## config.mk

```make
export PLATFORM = sky130hd
export DESIGN_NAME = priority_arbiter_rr
export DESIGN_NICKNAME = d
export VERILOG_FILES = /design/src/rtl/priority_arbiter_rr.sv
export SDC_FILE = /design/constraint.sdc
export NUM_CORES = 1
export LEC_CHECK = 0
export BUFFER_PORTS_ARGS = -buffer_cell sky130_fd_sc_hd__buf_2
export CORE_AREA = 5 5 42 44
export DETAILED_ROUTE_END_ITERATION = 12
export DIE_AREA = 0 0 47 49
export GPL_ROUTABILITY_DRIVEN = 0
export PLACE_DENSITY_LB_ADDON = 0.3
export SYNTH_ARGS = -nofsm -noshare
export SYNTH_HDL_FRONTEND = slang
export SYNTH_SLANG_ARGS = --single-unit
```

## constraint.sdc

```tcl
create_clock -name clk_i -period 1.4 [get_ports clk_i]
set_input_delay 0.21 -clock clk_i [delete_from_list [all_inputs] [get_ports clk_i]]
set_output_delay 0.21 -clock clk_i [all_outputs]
set_load 0.01 [all_outputs]
```

## src/rtl/priority_arbiter_rr.sv

```systemverilog
// priority_arbiter_rr
// Registered N-way arbiter with fixed-priority or round-robin selection.
// A grant is held under a valid/ack handshake until the consumer acks it.
// At least one idle cycle separates two grants. The round-robin pointer
// (last_idx) records the most recently completed grant.
// Fixed priority: the highest set request index wins.
// Round-robin: the search descends from last_idx-1 with wrap-around.

module priority_arbiter_rr #(
    parameter int N    = 4,
    parameter int IDXW = 2
) (
    input  logic            clk_i,
    input  logic            rst_i,
    input  logic [N-1:0]    req_i,
    input  logic            rr_en_i,
    input  logic            ack_i,
    output logic            grant_valid_o,
    output logic [IDXW-1:0] grant_idx_o,
    output logic [N-1:0]    grant_onehot_o,
    output logic [IDXW-1:0] last_idx_o
);

    typedef enum logic [0:0] {
        ST_IDLE  = 1'b0,
        ST_GRANT = 1'b1
    } state_t;

    // ------------------------------------------------------------------
    // Winner selection helpers
    // ------------------------------------------------------------------

    // Highest set index wins. Later (higher) hits overwrite earlier ones.
    function automatic logic [IDXW-1:0] fixed_winner(input logic [N-1:0] req);
        logic [IDXW-1:0] win;
        win = {IDXW{1'b0}};
        for (int i = 0; i < N; i++) begin
            win = req[i] ? IDXW'(i) : win;
        end
        return win;
    endfunction

    // Search order is last-1, last-2, ... wrapping, ending at last itself.
    // The loop walks that order backwards (k = N down to 1), so the entry
    // closest to last-1 is written last and therefore takes precedence.
    function automatic logic [IDXW-1:0] rr_winner(input logic [N-1:0]    req,
                                                  input logic [IDXW-1:0] last);
        logic [IDXW-1:0] win;
        int              pos;
        win = {IDXW{1'b0}};
        pos = 0;
        for (int k = N; k >= 1; k--) begin
            pos = (int'(last) + N - k) % N;
            win = req[pos] ? IDXW'(pos) : win;
        end
        return win;
    endfunction

    // Index to one-hot. Index values at or above N give all zeros; they
    // cannot occur because winners are always below N.
    function automatic logic [N-1:0] idx_to_onehot(input logic [IDXW-1:0] idx);
        logic [N-1:0] oh;
        oh = {N{1'b0}};
        for (int i = 0; i < N; i++) begin
            oh[i] = (idx == IDXW'(i));
        end
        return oh;
    endfunction

    // ------------------------------------------------------------------
    // State and output registers
    // ------------------------------------------------------------------
    state_t          state_q, state_d;
    logic            grant_valid_q, grant_valid_d;
    logic [IDXW-1:0] grant_idx_q, grant_idx_d;
    logic [N-1:0]    grant_onehot_q, grant_onehot_d;
    logic [IDXW-1:0] last_idx_q, last_idx_d;

    logic [IDXW-1:0] winner_idx;
    logic            any_req;

    // Arbitration result for the current request vector. It is only
    // consumed in IDLE, so rr_en_i has no effect while a grant is held.
    always_comb begin
        any_req    = (req_i != {N{1'b0}});
        winner_idx = {IDXW{1'b0}};
        if (rr_en_i) begin
            winner_idx = rr_winner(req_i, last_idx_q);
        end else begin
            winner_idx = fixed_winner(req_i);
        end
    end

    // State register and registered outputs. The async reset clears all
    // of them immediately, including mid-grant.
    always_ff @(posedge clk_i or posedge rst_i) begin
        if (rst_i) begin
            state_q        <= ST_IDLE;
            grant_valid_q  <= 1'b0;
            grant_idx_q    <= {IDXW{1'b0}};
            grant_onehot_q <= {N{1'b0}};
            last_idx_q     <= {IDXW{1'b0}};
        end else begin
            state_q        <= state_d;
            grant_valid_q  <= grant_valid_d;
            grant_idx_q    <= grant_idx_d;
            grant_onehot_q <= grant_onehot_d;
            last_idx_q     <= last_idx_d;
        end
    end

    // Next-state logic. IDLE -> GRANT on any request. GRANT -> IDLE on ack.
    always_comb begin
        state_d = state_q;
        case (state_q)
            ST_IDLE: begin
                if (any_req) begin
                    state_d = ST_GRANT;
                end else begin
                    state_d = ST_IDLE;
                end
            end
            ST_GRANT: begin
                if (ack_i) begin
                    state_d = ST_IDLE;
                end else begin
                    state_d = ST_GRANT;
                end
            end
            default: begin
                state_d = ST_IDLE;
            end
        endcase
    end

    // Next values for the registered outputs.
    // The grant is latched in IDLE and frozen in GRANT. On ack, the grant
    // is released and the pointer is updated. grant_idx is kept after
    // release so the last winner remains observable.
    always_comb begin
        grant_valid_d  = grant_valid_q;
        grant_idx_d    = grant_idx_q;
        grant_onehot_d = grant_onehot_q;
        last_idx_d     = last_idx_q;
        case (state_q)
            ST_IDLE: begin
                if (any_req) begin
                    grant_valid_d  = 1'b1;
                    grant_idx_d    = winner_idx;
                    grant_onehot_d = idx_to_onehot(winner_idx);
                end else begin
                    grant_valid_d  = 1'b0;
                    grant_onehot_d = {N{1'b0}};
                end
            end
            ST_GRANT: begin
                if (ack_i) begin
                    grant_valid_d  = 1'b0;
                    grant_onehot_d = {N{1'b0}};
                    last_idx_d     = grant_idx_q;
                end else begin
                    grant_valid_d  = 1'b1;
                    grant_onehot_d = grant_onehot_q;
                end
            end
            default: begin
                grant_valid_d  = 1'b0;
                grant_onehot_d = {N{1'b0}};
            end
        endcase
    end

    assign grant_valid_o  = grant_valid_q;
    assign grant_idx_o    = grant_idx_q;
    assign grant_onehot_o = grant_onehot_q;
    assign last_idx_o     = last_idx_q;

endmodule

```

# Yosys cells after proc, flatten, opt, wreduce, memory -nomap -nowiden
# Cells that the tools add are included.
[op_classes]
add_sub_neg = 5
order_cmp = 4
n_eq_ne = 4
mux = 26
bitwise_logic = 5
reduce_logical = 8
[ops]
columns = ["cell", "count"]
rows = [
  ["$sub A32 B3 Y32 const B", 2],
  ["$sub A32 B4 Y32 const B", 1],
  ["$lt A3 B4 Y1 const B", 4],
  ["$mux W2", 7],
  ["$mux W1", 11],
  ["$bmux W1 S2", 4],
  ["$mux W4", 2],
  ["$pmux W4 S2", 1],
  ["$reduce_or A2 Y1", 4],
  ["$sub A4 B1 Y5 const B", 1],
  ["$add A2 B3 Y4 const B", 1],
  ["$and A1 B1 Y1", 4],
  ["$eq A2 B2 Y1 const B", 2],
  ["$reduce_and A2 Y1", 2],
  ["$reduce_bool A4 Y1", 1],
  ["$eq A2 B1 Y1 const B", 1],
  ["$logic_not A2 Y1", 1],
  ["$ne A2 B2 Y1 const B", 1],
  ["$pmux W1 S2", 1],
  ["$not A1 Y1", 1],
]
[totals]
register_bits = 9
in_bits = 8

# Depth between registers and ports, before layout
# Gate-level depths: netlist (run 1).
[logic_depth]
word_depth = 15
depth_mapped = 4

# Worst setup path before layout (run 1)
# Ideal clock, no wire load.
[synth_path]
path_kind = "reg2reg"
startpoint = "register last_idx_q[1], in the netlist last_idx_o[1]"
endpoint = "register grant_onehot_q[3], in the netlist grant_onehot_o[3]"
setup_ps = 66
t_arrival_ps = 1321
path_slack_ps = 13
path_stages_with_launch = 4
path_buffers = 0
period_less_slack_ps = 1387
path_cell_list = "dfrtp_1 > mux2_4 > a311oi_4 > a22o_1"
[synth_between]
elab_chain_cells = 13
word_cells_on_any_way = 25
[synth_lines]
columns = ["item", "line", "text"]
rows = [
  ["start, declared", "77", "logic [IDXW-1:0] last_idx_q, last_idx_d;"],
  ["start signal, assigned", "102", "last_idx_q <= {IDXW{1'b0}};"],
  ["start signal, assigned", "108", "last_idx_q <= last_idx_d;"],
  ["$add A2 B3 Y4 *", "53", "pos = (int'(last) + N - k) % N;"],
  ["$sub A32 B4 Y32", "53", ""],
  ["$bmux W1 S2", "54", "win = req[pos] ? IDXW'(pos) : win;"],
  ["$mux W1 (implied by the code) (2 in series)", "54", ""],
  ["$mux W2 (3 in series)", "54", ""],
  ["$mux W2 *", "54", ""],
  ["$mux W2 *", "87", "if (rr_en_i) begin"],
  ["$eq A2 B2 Y1 *", "65", "oh[i] = (idx == IDXW'(i));"],
  ["$mux W4 *", "147", "if (any_req) begin"],
  ["$pmux W4 S2 *", "145", "case (state_q)"],
  ["end signal, assigned", "101", "grant_onehot_q <= {N{1'b0}};"],
  ["end signal, assigned", "107", "grant_onehot_q <= grant_onehot_d;"],
  ["end, declared", "76", "logic [N-1:0] grant_onehot_q, grant_onehot_d;"],
]
# Mark *: on every way between the ends. The rest lies on a longest branch, timed or not. The select of a mux whose other input is x is not followed.
# A chain may end at the register's enable or synchronous reset.

# Worst setup path after layout (run 1)
[layout_path]
startpoint = "register last_idx_q[1], in the netlist last_idx_o[1]"
endpoint = "register grant_idx_q[0], in the netlist grant_idx_o[0]"
[layout_between]
elab_chain_cells = 10
word_cells_on_any_way = 22
[layout_lines]
columns = ["item", "line", "text"]
rows = [
  ["$add A2 B3 Y4 *", "53", ""],
  ["$sub A32 B4 Y32", "53", ""],
  ["$bmux W1 S2", "54", ""],
  ["$mux W1 (implied by the code) (2 in series)", "54", ""],
  ["$mux W2 (3 in series)", "54", ""],
  ["$mux W2 *", "54", ""],
  ["$mux W2 *", "87", ""],
  ["end signal, assigned", "100", "grant_idx_q <= {IDXW{1'b0}};"],
  ["end signal, assigned", "106", "grant_idx_q <= grant_idx_d;"],
  ["end, declared", "75", "logic [IDXW-1:0] grant_idx_q, grant_idx_d;"],
]
# Marks and branches as above.

==> metrics.csv, run 1 <==
stage;metric;value;unit
clock_network;H-tree levels;1;
synthesis;Mean Syn Cell Area;11.68;um^2
floorplan;Die Y;49;um
global_routing;GRT overflow;0;
floorplan;# rows;14;
timing;relative slew slack;76.19;%
floorplan;Initial Utilization;32.50;%
timing;min cycle time layout;1.358;ns
global_routing;first-pass GRT wire length;1773;um
route;initial DRC count;4;
finish;post-route cell area;608.1;um^2
pwr;clock network fraction of total power;16.3;%
synthesis;Post-Syn Area;455.4;um^2
timing;TNS Setup;0;ns
pwr;PwrDens;2019;nW/um^2
finish;Layout Nets;71;
timing;setup ws final;0.04160;ns
finish;share of cells above drive strength 1;43.55;%
floorplan;core area;1401;um^2
timing;RSZ-0062 raised after global routing;yes;
route;DRT antenna net count;0;
critical_path;Slowest cell on crit path;dfrtp_2;
pwr;total power;1.228;mW
synthesis;register bit total from synthesis;9;
global_routing;vias in the first global route;395;
pwr;P_int;772.1;uW
clock_network;clock transition at the registers of the reported paths;0.06;ns
hold_path;HP Start;ack_i;
synthesis;Syn Inst Count;39;
critical_path;Worst Reg-to-Reg Cells;3;
pwr;Pleak;0.3063;nW
pwr;Max VDD drop;0.0009010;V
global_routing;largest net degree at the start of global routing;10;
synthesis;register area share after synthesis;49.45;%
route;drt wl/cell;13.13;um
placed_design;worst slack, placed;-0.03808;ns
pwr;combinational power share;43.7;%
finish;most frequent cells in the layout;16 x buf_2, 8 x dfrtp_1, 3 x nand2_1, 3 x clkbuf_4;
timing;highest clock rate;736.2;MHz
timing;final hold vios;0;
route;Residual DRC;0;
route;Via Count;394;
critical_path;critical path type;flip-flop to flip-flop;
clock_network;CTS tree;done;
critical_path;crit end category;flip-flop;
clock_network;TritonCTS sink count;9;
critical_path;critical path cell sequence;mux2_4 > a311oi_4 > mux2_1;
outcome;status;complete, no violations;
critical_path;Crit path largest cell delay;0.44;ns
finish;Syn-to-layout area delta;33.52;%
finish;final core utilization;43.39;%
placed_design;dpl hpwl;798.9;um
floorplan;Top-Level Pins;17;
finish;ANT cells;0;
timing;period utilization;97.03;%
hold_path;Hold EP;grant_onehot_o[0];
clock_network;Bufs on Longest Clock Path;2;
flow_run;Max-Cap Viols;0;
synthesis;syn_nets;47;
global_routing;antenna violations before repair;0;
critical_path;crit start category;flip-flop;
timing;Max Clock Skew;0.006691;ns
pwr;switching part of the total;37.12;%
finish;Filler Cells Inserted;145;
hold_path;number of cells on the worst hold path;4;
critical_path;arrival time worst endpoint;1.55;ns
critical_path;critical path required time;1.59;ns
pwr;switching power;455.9;uW
route;TritonRoute pass-1 iters;2;
critical_path;R2R setup slack;0.04;ns
route;DR vias/cell;5.051;
global_routing;GRT Total Usage;10.83;%
clock_network;Post-CTS Setup Inserts;0;
placed_design;Port Buf Inserts;16;
floorplan;Die Wd;47;um
critical_path;maximum fanout along the worst path;6;
hold_path;HP Class;primary input to flip-flop;
clock_network;clock latency on the worst-skew pair;0.26;ns
clock_network;Clock Tree Root;clkbuf_4;
pwr;Seq pwr share;40.0;%
critical_path;r2r startpoint;last_idx_o[1];
timing;Tightest Pin Transition;0.3549;ns
timing;final setup fails;0;
finish;leading cell type in the layout, fill and taps excluded;buf_2;
synthesis;Netlist cell types;22;
floorplan;die area;2303;um^2
clock_network;CTS Buf Count;3;
route;Total Routed Length;1024;um
critical_path;terminus of the critical flop-to-flop path;grant_idx_o[0];
synthesis;Ys Warns;0;
timing;fin. max-slew vios;0;
placed_design;placed instance area;570.5;um^2
-- how the worst max path moves through the flow --
stage / startpoint / cells after the start / end / slack, ns
floorplan: last_idx_o[1] / 3 / grant_onehot_o[3] / 0.01
global placement: last_idx_o[1] / 3 / grant_idx_o[0] / -0.008
detailed placement: last_idx_o[1] / 3 / grant_onehot_o[3] / -0.04
CTS: last_idx_o[1] / 3 / grant_idx_o[0] / 0.04
global route: last_idx_o[1] / 3 / grant_idx_o[0] / -0.01
finish: last_idx_o[1] / 3 / grant_idx_o[0] / 0.04
-- worst max-delay path, delay by kind of cell (launching register included) --
kind,cells,cell delay (ns)
muxes,2,0.53
DFF,1,0.44
AOI/OAI and AO/OA,1,0.31
-- per-layer routing --
metal	part of all wire (%)	vias up	GRT usage, %
li1	-	192	-
met1	47	186	14.16
met2	45	12	14.93
met3	5.8	4	3.321
met4	2.2	0	6.912
met5	0	-	0
-- synth_stat cells (all sizes together) --
| library cell | number | area, um^2 |
|---|---|---|
| a211oi | 1 | 7.510 |
| a21o | 2 | 15.01 |
| a21oi | 2 | 10.01 |
| a22o | 2 | 17.52 |
| a311oi | 2 | 41.29 |
| dfrtp | 9 | 225.2 |
| inv | 2 | 7.510 |
| mux2 | 4 | 48.79 |
| nand2 | 3 | 11.26 |
| nand2b | 1 | 6.260 |
| nand3 | 1 | 5.000 |
| nor2 | 2 | 7.510 |
| nor2b | 1 | 6.260 |
| nor3 | 2 | 10.01 |
| o21ai | 2 | 10.00 |
| o21ba | 1 | 10.01 |
| o21bai | 1 | 7.510 |
| o41ai | 1 | 8.760 |
-- state kept, by name, indices dropped and copies added (netlist names) --
signal,cells
last_idx_o,2
grant_onehot_o,4
grant_valid_o,1
grant_idx_o,2
-- per-stage QoR --
step / hold slack [ns] / cells
6_report: 0.2742 / 78
5_1_grt: 0.2976 / 78
4_1_cts: 0.2698 / 78
3_5_place_dp: 0.1832 / 73
3_3_place_gp: 0.1877 / 73
2_1_floorplan: 0.03792 / 39
-- layout make-up --
cell class                      count  area [um^2]  share of cell area [%]
Clock buffer                        4        26.28                   4.321
Tap cell                           16        20.02                   3.292
Timing Repair Buffer               19        105.1                   17.28
Inverter                            2        7.507                   1.235
Sequential cell                     9        226.5                   37.24
Multi-Input combinational cell     28        222.7                   36.63
-- kinds of logic after synthesis --
family                 count (synthesis)  synth area share [%]
and+or+nand+nor                       10                 10.17
DFF                                    9                 49.45
buffers and inverters                  2                 1.649
muxes                                  4                 10.71
AOI/OAI and AO/OA                     14                 28.02
-- power groups by stage --
stage                     Combinational [mW]  Clock (mW)  Sequential [mW]
after floorplan                        0.254           0            0.543
after global placement                 0.532           0            0.492
after detailed placement               0.540           0            0.489
after CTS                              0.547       0.208            0.491
after global routing                   0.587       0.221            0.517
final                                  0.536       0.200            0.491
-- repair_timing --
| action | CTS | global route |
|---|---|---|
| cloned | 0 | 0 |
| pin swaps | 1 | 1 |
| endpoints found under the setup margin | 5 | 2 |
| endpoints found under the hold margin | 9 | 0 |
| resized for setup | 1 | 0 |
| hold buffers | 1 | 0 |
(Power assumes the default switching activity.)
==> inputs of run 2 (changes only) <==
--- a/config.mk
+++ b/config.mk
@@ -6,5 +6,5 @@
 export NUM_CORES = 1
 export LEC_CHECK = 0
-export BUFFER_PORTS_ARGS = -buffer_cell sky130_fd_sc_hd__buf_2
+export BUFFER_PORTS_ARGS = -buffer_cell sky130_fd_sc_hd__clkbuf_2
 export CORE_AREA = 5 5 42 44
 export DETAILED_ROUTE_END_ITERATION = 12
==> constraint.sdc (replaced) <==
create_clock -name clk_i -period 1.4 [get_ports clk_i]
set_input_delay 0.14 -clock clk_i [delete_from_list [all_inputs] [get_ports clk_i]]
set_output_delay 0.14 -clock clk_i [all_outputs]
set_load 0.01 [all_outputs]
==> run 2 against run 1 <==
Against the previous run:
- maximum frequency up 1.6%
- flip-flop and latch count unchanged
- first-iteration DRC count is 50% higher
- die area unchanged
- critical endpoint is now grant_onehot_o[3]
- largest cell class is now multi-input gates
- largest power group unchanged
==> metrics.csv, run 2 (synthesized netlist as in run 1, its figures left out) <==
stage;metric;value;unit;change
pwr;switching power;450.0;uW;was 455.9 uW
critical_path;arrival time worst endpoint;1.53;ns;was 1.55 ns
finish;ANT cells;0;;unchanged
floorplan;Die Wd;47;um;unchanged
floorplan;# rows;14;;unchanged
clock_network;clock latency on the worst-skew pair;0.26;ns;about the same
global_routing;GRT Total Usage;9.829;%;was 10.83%
outcome;status;complete, no violations;;unchanged
critical_path;terminus of the critical flop-to-flop path;grant_onehot_o[3];;was grant_idx_o[0]
timing;Tightest Pin Transition;0.3848;ns;was 0.3549 ns
hold_path;HP Start;ack_i;;unchanged
finish;Syn-to-layout area delta;34.62;%;was 33.52%
timing;TNS Setup;0;ns;unchanged
timing;final hold vios;0;;unchanged
global_routing;grt peak-use layer;met2;;unchanged
clock_network;Bufs on Longest Clock Path;2;;unchanged
critical_path;critical path type;flip-flop to flip-flop;;unchanged
global_routing;first-pass GRT wire length;1635;um;was 1773 um
global_routing;antenna violations before repair;0;;unchanged
hold_path;HP Class;primary input to flip-flop;;unchanged
timing;highest clock rate;748.1;MHz;was 736.2 MHz
placed_design;Post-Place Cells;73;;unchanged
global_routing;met2 track demand over resource;14.03;%;was 14.93%
timing;period utilization;95.48;%;was 97.03%
finish;multi-input combinational cell area;227.7;um^2;was 222.7 um^2
route;TritonRoute pass-1 iters;4;;was 2
placed_design;worst slack, placed;-0.03441;ns;was -0.03808 ns
critical_path;critical path required time;1.60;ns;was 1.59 ns
finish;most frequent cells in the layout;16 x clkbuf_2, 8 x dfrtp_1, 3 x nand2_1, 3 x clkbuf_4;;was 16 x buf_2, 8 x dfrtp_1, 3 x nand2_1, 3 x clkbuf_4
flow_run;Max-Cap Viols;0;;unchanged
pwr;P_int;771.3;uW;was 772.1 uW
global_routing;vias in the first global route;389;;was 395
timing;fin. max-slew vios;0;;unchanged
timing;setup ws final;0.06323;ns;was 0.04160 ns
pwr;Seq pwr share;40.8;%;was 40.0%
critical_path;maximum fanout along the worst path;6;;unchanged
finish;leading cell type in the layout, fill and taps excluded;clkbuf_2;;was buf_2
global_routing;met3 Use GR;2.214;%;was 3.321%
finish;number of flip-flops under the largest register name;4;;unchanged
clock_network;H-tree levels;1;;unchanged
finish;final core utilization;43.75;%;was 43.39%
floorplan;Die Y;49;um;unchanged
route;DRT antenna net count;0;;unchanged
timing;RSZ-0062 raised after global routing;no;;was yes
pwr;Pleak;0.3073;nW;was 0.3063 nW
pwr;switching part of the total;36.85;%;was 37.12%
hold_path;Hold EP;grant_onehot_o[0];;unchanged
finish;Filler Cells Inserted;145;;unchanged
route;Via Count;389;;was 394
finish;Layout Nets;71;;unchanged
global_routing;met1 Use GR;13.21;%;was 14.16%
route;Residual DRC;0;;unchanged
hold_path;number of cells on the worst hold path;4;;unchanged
critical_path;crit end category;flip-flop;;unchanged
critical_path;crit start category;flip-flop;;unchanged
pwr;Max VDD drop;0.0008251;V;was 0.0009010 V
global_routing;largest net degree at the start of global routing;10;;unchanged
placed_design;dpl hpwl;787.4;um;was 798.9 um
pwr;total power;1.221;mW;was 1.228 mW
floorplan;core area;1401;um^2;unchanged
global_routing;GRT overflow;0;;unchanged
clock_network;CTS Buf Count;3;;unchanged
placed_design;Port Buf Inserts;16;;unchanged
route;drt wl/cell;12.68;um;was 13.13 um
critical_path;R2R setup slack;0.06;ns;was 0.04 ns
critical_path;r2r startpoint;last_idx_o[1];;unchanged
timing;relative slew slack;74.34;%;was 76.19%
placed_design;placed instance area;570.5;um^2;unchanged
finish;sequential cell area;226.5;um^2;unchanged
floorplan;Top-Level Pins;17;;unchanged
pwr;clock network fraction of total power;15.6;%;was 16.3%
timing;min cycle time layout;1.337;ns;was 1.358 ns
clock_network;clock transition at the registers of the reported paths;0.06;ns;about the same
finish;final non-filler cell total;78;;unchanged
pwr;combinational power share;43.6;%;was 43.7%
timing;final setup fails;0;;unchanged
critical_path;Worst Reg-to-Reg Cells;3;;unchanged
clock_network;CTS tree;done;;unchanged
pwr;PwrDens;1992;nW/um^2;was 2019 nW/um^2
finish;post-route cell area;613.1;um^2;was 608.1 um^2
route;Total Routed Length;989;um;was 1024 um
critical_path;CP startpoint;last_idx_o[1];;unchanged
route;initial DRC count;6;;was 4
finish;share of cells above drive strength 1;45.16;%;was 43.55%
floorplan;die area;2303;um^2;unchanged
floorplan;Initial Utilization;32.50;%;unchanged
timing;Max Clock Skew;0.002720;ns;was 0.006691 ns
timing;WHS;0.2173;ns;was 0.2742 ns
clock_network;TritonCTS sink count;9;;unchanged
clock_network;Clock Tree Root;clkbuf_4;;unchanged
route;DR vias/cell;4.987;;was 5.051
## run 2: cell type report
type	count	share of cell area, %
inverter	2	1.224
multi-input combinational	28	37.14
tap	16	3.265
clock buffer	4	4.286
timing repair buffer	19	17.14
sequential	9	36.94
## run 2: worst max-delay path by stage
stage / to / slack (ns) / cells after the start
6_report: grant_onehot_o[3] / 0.06 / 3
2_1_floorplan: grant_onehot_o[3] / 0.01 / 3
3_5_place_dp: grant_idx_o[0] / -0.03 / 3
3_3_place_gp: grant_idx_o[0] / -0.006 / 3
4_1_cts: grant_onehot_o[3] / 0.05 / 4
5_1_grt: grant_idx_o[0] / 0.009 / 3
## run 2: power groups by stage
stage	combinational (mW)	sequential, mW	clock [mW]
after floorplan	0.254	0.543	0
after global placement	0.531	0.495	0
after detailed placement	0.532	0.500	0
after CTS	0.542	0.498	0.198
after global routing	0.584	0.523	0.211
final	0.533	0.498	0.190
## run 2: worst max-delay path, cell delays in order, from the launching register on
cell and delay [ns]:
dfrtp_2 0.45, mux2_4 0.33, a311oi_4 0.30, a22o_1 0.19
## run 2: repair_timing
action | in CTS | in global routing
setup buffers | 0 | 0
endpoints found under the setup margin | 5 | 2
pin swaps | 1 | 1
endpoints found under the hold margin | 9 | 0
gates resized for setup | 1 | 1
hold buffers | 1 | 0
## run 2: per-layer routing
layer,share of wire (%),up-vias
li1,-,194
met1,48,177
met2,44,15
met3,6.1,3
met4,1.9,0
met5,0,-
